File: config.mk
export PLATFORM = sky130hd
export DESIGN_NAME = riscv_multicycle_sequencer
export DESIGN_NICKNAME = d
export VERILOG_FILES = /design/src/rtl/riscv_pkg.sv /design/src/rtl/riscv_op_decode.sv /design/src/rtl/riscv_multicycle_sequencer.sv
export SDC_FILE = /design/constraint.sdc
export NUM_CORES = 1
export LEC_CHECK = 0
export CORE_MARGIN = 2
export CORE_UTILIZATION = 47
export DETAILED_ROUTE_END_ITERATION = 7
export HOLD_SLACK_MARGIN = 0.1
export MAX_ROUTING_LAYER = met4
export PLACE_DENSITY = 0.76
export SLEW_MARGIN = 25
export SYNTH_ARGS = -nofsm -noshare
export SYNTH_HDL_FRONTEND = slang
export SYNTH_HIERARCHICAL = 1
export SYNTH_SLANG_ARGS = --single-unit
File: constraint.sdc
create_clock -name clk -period 5.2 [get_ports clk]
set_input_delay 0.52 -clock clk [delete_from_list [all_inputs] [get_ports clk]]
set_output_delay 0.52 -clock clk [all_outputs]
set_load 0.05 [all_outputs]
File: src/rtl/riscv_pkg.sv
// Shared RV32I control definitions: opcodes, ALU op encodings, sequencer
// states and the decoded-opcode payload.
package riscv_pkg;

  localparam int unsigned OPC_W = 7;

  localparam logic [OPC_W-1:0] OP_R      = 7'b0110011;
  localparam logic [OPC_W-1:0] OP_IMM    = 7'b0010011;
  localparam logic [OPC_W-1:0] OP_LOAD   = 7'b0000011;
  localparam logic [OPC_W-1:0] OP_STORE  = 7'b0100011;
  localparam logic [OPC_W-1:0] OP_BRANCH = 7'b1100011;
  localparam logic [OPC_W-1:0] OP_LUI    = 7'b0110111;
  localparam logic [OPC_W-1:0] OP_AUIPC  = 7'b0010111;
  localparam logic [OPC_W-1:0] OP_JAL    = 7'b1101111;
  localparam logic [OPC_W-1:0] OP_JALR   = 7'b1100111;

  localparam logic [1:0] ALUOP_ARITH  = 2'b00;
  localparam logic [1:0] ALUOP_BRANCH = 2'b01;
  localparam logic [1:0] ALUOP_ADDR   = 2'b10;

  typedef enum logic [2:0] {
    S_IDLE   = 3'd0,
    S_FETCH  = 3'd1,
    S_DECODE = 3'd2,
    S_EXEC   = 3'd3,
    S_MEM    = 3'd4,
    S_WB     = 3'd5,
    S_TRAP   = 3'd6
  } state_t;

  typedef struct packed {
    logic       legal;
    logic       is_load;
    logic       is_store;
    logic       is_branch;
    logic       is_jump;
    logic       writes_rd;
    logic [1:0] alu_op;
    logic       alu_src;
  } op_dec_t;

endpackage

File: src/rtl/riscv_op_decode.sv
// Combinational opcode classifier shared by the single-cycle and
// multi-cycle control paths.
//  opcode  in   7  instr[6:0]
//  dec     out     legality, class flags and ALU control for the opcode
module riscv_op_decode
  import riscv_pkg::*;
(
  input  logic [6:0] opcode,
  output op_dec_t    dec
);

  always_comb begin
    dec = '0;
    case (opcode)
      OP_R:      begin dec.legal = 1'b1; dec.writes_rd = 1'b1; dec.alu_op = ALUOP_ARITH; end
      OP_IMM:    begin dec.legal = 1'b1; dec.writes_rd = 1'b1; dec.alu_op = ALUOP_ARITH; dec.alu_src = 1'b1; end
      OP_LOAD:   begin dec.legal = 1'b1; dec.is_load = 1'b1; dec.writes_rd = 1'b1;
                       dec.alu_op = ALUOP_ADDR; dec.alu_src = 1'b1; end
      OP_STORE:  begin dec.legal = 1'b1; dec.is_store = 1'b1; dec.alu_op = ALUOP_ADDR; dec.alu_src = 1'b1; end
      OP_BRANCH: begin dec.legal = 1'b1; dec.is_branch = 1'b1; dec.alu_op = ALUOP_BRANCH; end
      OP_LUI,
      OP_AUIPC:  begin dec.legal = 1'b1; dec.writes_rd = 1'b1; dec.alu_op = ALUOP_ARITH; dec.alu_src = 1'b1; end
      OP_JAL:    begin dec.legal = 1'b1; dec.writes_rd = 1'b1; dec.is_jump = 1'b1; end
      OP_JALR:   begin dec.legal = 1'b1; dec.writes_rd = 1'b1; dec.is_jump = 1'b1; dec.alu_src = 1'b1; end
      default:   dec = '0;
    endcase
  end

endmodule

File: src/rtl/riscv_multicycle_sequencer.sv
// Multi-cycle RV32I control FSM: FETCH/DECODE/EXEC/MEM/WB with variable
// latency memory handshakes, memory timeout trap and retired-instruction count.
//  clk, rst (async, active-high)       run: stop at next instruction boundary when 0
//  opcode: IR[6:0], sampled in DECODE  imem_ready / dmem_ready: one-cycle responses
//  imem_req, dmem_req, dmem_we         memory requests, held until ready
//  ir_write, pc_write, reg_write       datapath write pulses
//  alu_src, alu_op, branch, jump       ALU / PC control in EXEC (MEM holds ALU ctl)
//  busy, trap (sticky), instret        status
module riscv_multicycle_sequencer
  import riscv_pkg::*;
#(
  parameter int unsigned MEM_TIMEOUT = 255,
  parameter int unsigned CNT_W       = 16
) (
  input  logic        clk,
  input  logic        rst,
  input  logic        run,
  input  logic [6:0]  opcode,
  input  logic        imem_ready,
  input  logic        dmem_ready,
  output logic        imem_req,
  output logic        dmem_req,
  output logic        dmem_we,
  output logic        ir_write,
  output logic        pc_write,
  output logic        reg_write,
  output logic        alu_src,
  output logic [1:0]  alu_op,
  output logic        branch,
  output logic        jump,
  output logic        busy,
  output logic        trap,
  output logic [31:0] instret
);

  state_t           state_q, state_d;
  logic [6:0]       op_q;
  logic [CNT_W-1:0] cnt_q;
  logic [31:0]      instret_q;
  logic [6:0]       dec_op;
  op_dec_t          dec;
  logic             timeout;

  // DECODE classifies the live IR opcode; later states use the latched copy.
  assign dec_op = (state_q == S_DECODE) ? opcode : op_q;

  riscv_op_decode u_dec (
    .opcode (dec_op),
    .dec    (dec)
  );

  // Last permitted wait cycle; a ready in this cycle still wins.
  assign timeout = (cnt_q == CNT_W'(MEM_TIMEOUT - 1));

  // State register
  always_ff @(posedge clk or posedge rst) begin
    if (rst) state_q <= S_IDLE;
    else     state_q <= state_d;
  end

  // Next-state logic
  always_comb begin
    state_d = state_q;
    case (state_q)
      S_IDLE:   if (run) state_d = S_FETCH;
      S_FETCH:  begin
        if (imem_ready)   state_d = S_DECODE;
        else if (timeout) state_d = S_TRAP;
      end
      S_DECODE: state_d = dec.legal ? S_EXEC : S_TRAP;
      S_EXEC:   begin
        if (dec.is_load || dec.is_store) state_d = S_MEM;
        else if (dec.is_branch)          state_d = run ? S_FETCH : S_IDLE;
        else                             state_d = S_WB;
      end
      S_MEM:    begin
        if (dmem_ready)   state_d = dec.is_store ? (run ? S_FETCH : S_IDLE) : S_WB;
        else if (timeout) state_d = S_TRAP;
      end
      S_WB:     state_d = run ? S_FETCH : S_IDLE;
      S_TRAP:   state_d = S_TRAP;
      default:  state_d = S_IDLE;
    endcase
  end

  // Output decode from state and latched opcode; ready qualifies the write pulses
  always_comb begin
    imem_req  = 1'b0;
    dmem_req  = 1'b0;
    dmem_we   = 1'b0;
    ir_write  = 1'b0;
    pc_write  = 1'b0;
    reg_write = 1'b0;
    alu_src   = 1'b0;
    alu_op    = ALUOP_ARITH;
    branch    = 1'b0;
    jump      = 1'b0;
    case (state_q)
      S_FETCH: begin
        imem_req = 1'b1;
        ir_write = imem_ready;
      end
      S_EXEC: begin
        alu_op   = dec.alu_op;
        alu_src  = dec.alu_src;
        branch   = dec.is_branch;
        jump     = dec.is_jump;
        pc_write = dec.is_branch;
      end
      S_MEM: begin
        dmem_req = 1'b1;
        dmem_we  = dec.is_store;
        alu_op   = dec.alu_op;
        alu_src  = dec.alu_src;
        pc_write = dec.is_store && dmem_ready;
      end
      S_WB: begin
        reg_write = dec.writes_rd;
        pc_write  = 1'b1;
      end
      default: ;
    endcase
    busy = (state_q != S_IDLE) && (state_q != S_TRAP);
    trap = (state_q == S_TRAP);
  end

  // Opcode latch, memory wait counter and retirement counter
  always_ff @(posedge clk or posedge rst) begin
    if (rst) begin
      op_q      <= '0;
      cnt_q     <= '0;
      instret_q <= '0;
    end else begin
      if (state_q == S_DECODE) op_q <= opcode;
      if (state_d != state_q)
        cnt_q <= '0;
      else if ((state_q == S_FETCH) || (state_q == S_MEM))
        cnt_q <= cnt_q + CNT_W'(1);
      if (pc_write) instret_q <= instret_q + 32'd1;
    end
  end

  assign instret = instret_q;

endmodule

==> results.py <==
metrics = {
    "outcome": {
        "outcome": "complete, no violations",
    },
    "critical_path": {
        "reg2reg_to": "instret[27]",
        "crit_required_ns": 4.68,
        "rrSetupSlack_ns": 0.95,
        "cp-end-kind": "output pin",
        "worstSetupStartpointType": "register",
        "r2r-start": "state_q[1]",
        "crit_fanout": 19,
        "crit_type": "reg2out",
        "reg2regPathDepth": 11,
        "arrival_ns": 4.35,
    },
    "logic_synthesis": {
        "synth_area_sq_um": 3090,
        "ys.flop_type": "dfrtp_1",
        "synth_area_leader_cell": "dfrtp_1",
        "synth_top_cells_by_count": "58 x dfrtp_1, 35 x nor2_1, 27 x xnor2_1, 24 x nand3_1, 22 x nand2_1",
        "synth-async-reset-ratio": 1.00,
        "yosysUniqueCellTypes": 51,
        "avgSynthCellArea_sq_um": 10.1,
        "ys_seq_elements": 58,
        "syn_nets": 321,
        "synth.area.top_cells": "dfrtp_1 47%, xnor2_1 7.7%, xor2_1 5.7%, nor2_1 4.3%, nand3_1 3.9%",
        "ys_warn_count": 6,
        "synth_edf_count": 0,
        "yosysMostFrequentCell": "dfrtp_1",
        "yosys.area.top_type_share": 0.470,
        "ys_seq_area_frac": 0.470,
        "synth_cells": 306,
    },
    "placement": {
        "placed_area_sq_um": 3720,
        "dp_hpwl_mm": 4.47,
        "gp_congestion": 0.856,
        "dp_cells": 433,
        "portBuffers": 56,
    },
    "cts": {
        "cts_max_level": 3,
        "clk_path_buf_depth": 2,
        "cts_root_buf": "clkbuf_8",
        "post_cts_resized": 0,
        "cts-buffers-inserted": 9,
        "clkSlewWorstSetupHoldPaths_ns": 0.07,
        "clkLatencyLatePin_ns": 0.33,
        "cts.sinks": 58,
        "postCtsSetupBuffers": 0,
        "ctsHoldBuffers": 0,
        "cts_tree": "yes",
    },
    "timing": {
        "period_needed_ns": 4.87,
        "setup_violations": 0,
        "finalCritPeriodShare": 0.936,
        "finalHoldViolations": 0,
        "rsz0062_at_grt": "no",
        "fin_tns_setup_ns": 0,
        "max_slew_margin": 0.512,
        "slew_violations": 0,
        "worstMarginPinSlew_ns": 0.732,
        "fin_skew_ns": 0.00803,
        "max_clock_freq_ghz": 0.205,
    },
    "finish": {
        "fin_cells": 449,
        "fillCellCount": 519,
        "multiInputGateArea_sq_um": 1560,
        "drive_gt1_frac": 0.110,
        "syn_to_final_growth_pct": 28.1,
        "seqCellArea_sq_um": 1450,
        "final_area_sq_um": 3960,
        "fin_nets": 382,
        "antenna_cells": 0,
    },
    "floorplan": {
        "io-pin-count": 57,
        "dieArea_sq_um": 7240,
        "fp.dieH_um": 85.1,
        "core_area_sq_um": 6350,
        "die_w_um": 85.1,
        "start_util": 0.487,
        "rows": 29,
    },
    "drt": {
        "drt-wirelength-per-cell_um": 14.4,
        "drt_pass1_iterations": 4,
        "ant_nets": 0,
        "vias": 2433,
        "via_per_inst": 5.42,
        "drt_iter0_markers": 67,
        "wl_mm": 6.47,
        "drcViolationCount": 0,
    },
    "power": {
        "power_density_nw_per_um2": 430,
        "p_leak_uw": 0.00169,
        "peakVddDrop_v": 0.000357,
    },
    "global_routing": {
        "antenna_found_initial": 0,
        "gr-usage-all-layers": 0.196,
        "grt_max_degree": 59,
        "grt_pass1_wl_mm": 11.1,
        "grt_overflow": 0,
        "grt_pass1_vias": 2372,
    },
    "worst_hold_path": {
        "min_to": "instret[31]",
        "hold_class": "reg2reg",
        "hold_path_depth": 1,
        "hold_start": "instret[31]",
    },
    "flow_run": {
        "maxCapViolCount": 0,
    },
}
[placed cells by master, fill, tap and decap left out, drive strengths merged, types with 2 or more instances in the layout]
cell type      instances
a211oi                 2
a21oi                 11
a31oi                  2
and2                   9
and3                  11
buf                    3
bufinv                 2
clkbuf                12
clkdlybuf4s50         56
dfrtp                 58
ha                     3
inv                    8
mux2                   8
nand2                 22
nand2b                 5
nand3                 24
nand4                 12
nand4b                 2
nor2                  35
nor2b                  3
nor3                   5
nor4                   5
nor4b                  5
o21ai                  2
o21bai                 2
or3                    3
xnor2                 27
xor2                  20
[worst max-delay path, stage by stage (launching register included)]
cell and delay (ns):
dfrtp_1 0.71, nor2b_1 0.36, and2_1 0.38, mux2_2 0.45, nand2b_1 0.18, nor4_1 0.54
and4b_1 0.31, o21bai_1 0.20, clkdlybuf4s50_1 0.88
[cell families after synthesis]
group | Yosys count | share of synthesized area
flip-flops | 58 | 0.470
adder cells (fa/ha/maj) | 3 | 0.0121
AND/OR/NAND/NOR | 149 | 0.279
multiplexers | 8 | 0.0292
AO/OA/AOI/OAI | 24 | 0.0510
buffers and inverters | 17 | 0.0255
XOR/XNOR | 47 | 0.133
[per-layer routing]
metal	vias to the layer above	share of wire	wire length [um]	global-route usage
met5	-	0	0	-
met4	0	0.015	95	0.0765
met3	13	0.050	325	0.0447
met2	63	0.46	2950	0.295
met1	1181	0.48	3100	0.258
li1	1176	-	-	-
[flip-flops by register name (all words and copies together), names as in the netlist]
name / flops
cnt_q: 16
state_q: 3
op_q: 7
instret: 32
[worst max path at each step]
stage,endpoint,from,slack [ns]
3_5_place_dp,pc_write,state_q[1],0.75
5_1_grt,pc_write,state_q[1],0.13
6_report,pc_write,state_q[1],0.33
3_3_place_gp,pc_write,state_q[1],0.92
4_1_cts,pc_write,state_q[1],0.36
2_1_floorplan,pc_write,state_q[1],1.47
[stage by stage]
step / util / hold WS (ns) / power (uW) / worst slack, ns
2_1_floorplan: - / 0.485 / 1060 / 1.47
3_3_place_gp: 0.586 / 0.461 / 1200 / 0.924
3_5_place_dp: 0.586 / 0.461 / 1220 / 0.749
4_1_cts: 0.623 / 0.474 / 1710 / 0.363
5_1_grt: 0.623 / 0.514 / 1800 / 0.131
6_report: 0.623 / 0.467 / 1700 / 0.332
[cell type report]
| type | count | share of cell area |
|---|---|---|
| Clock buffer | 12 | 0.0417 |
| Tap cell | 77 | 0.0243 |
| Sequential cell | 58 | 0.367 |
| Multi-Input combinational cell | 231 | 0.394 |
| Timing Repair Buffer | 59 | 0.147 |
| Clock inverter | 4 | 0.0183 |
| Inverter | 8 | 0.00759 |
[where the power goes]
part           switching (uW)  leakage, uW  internal [uW]
sequential               78.5     0.000783            511
clock                     181     0.000119            308
combinational             396     0.000790            229
(Power assumes the default switching activity.)
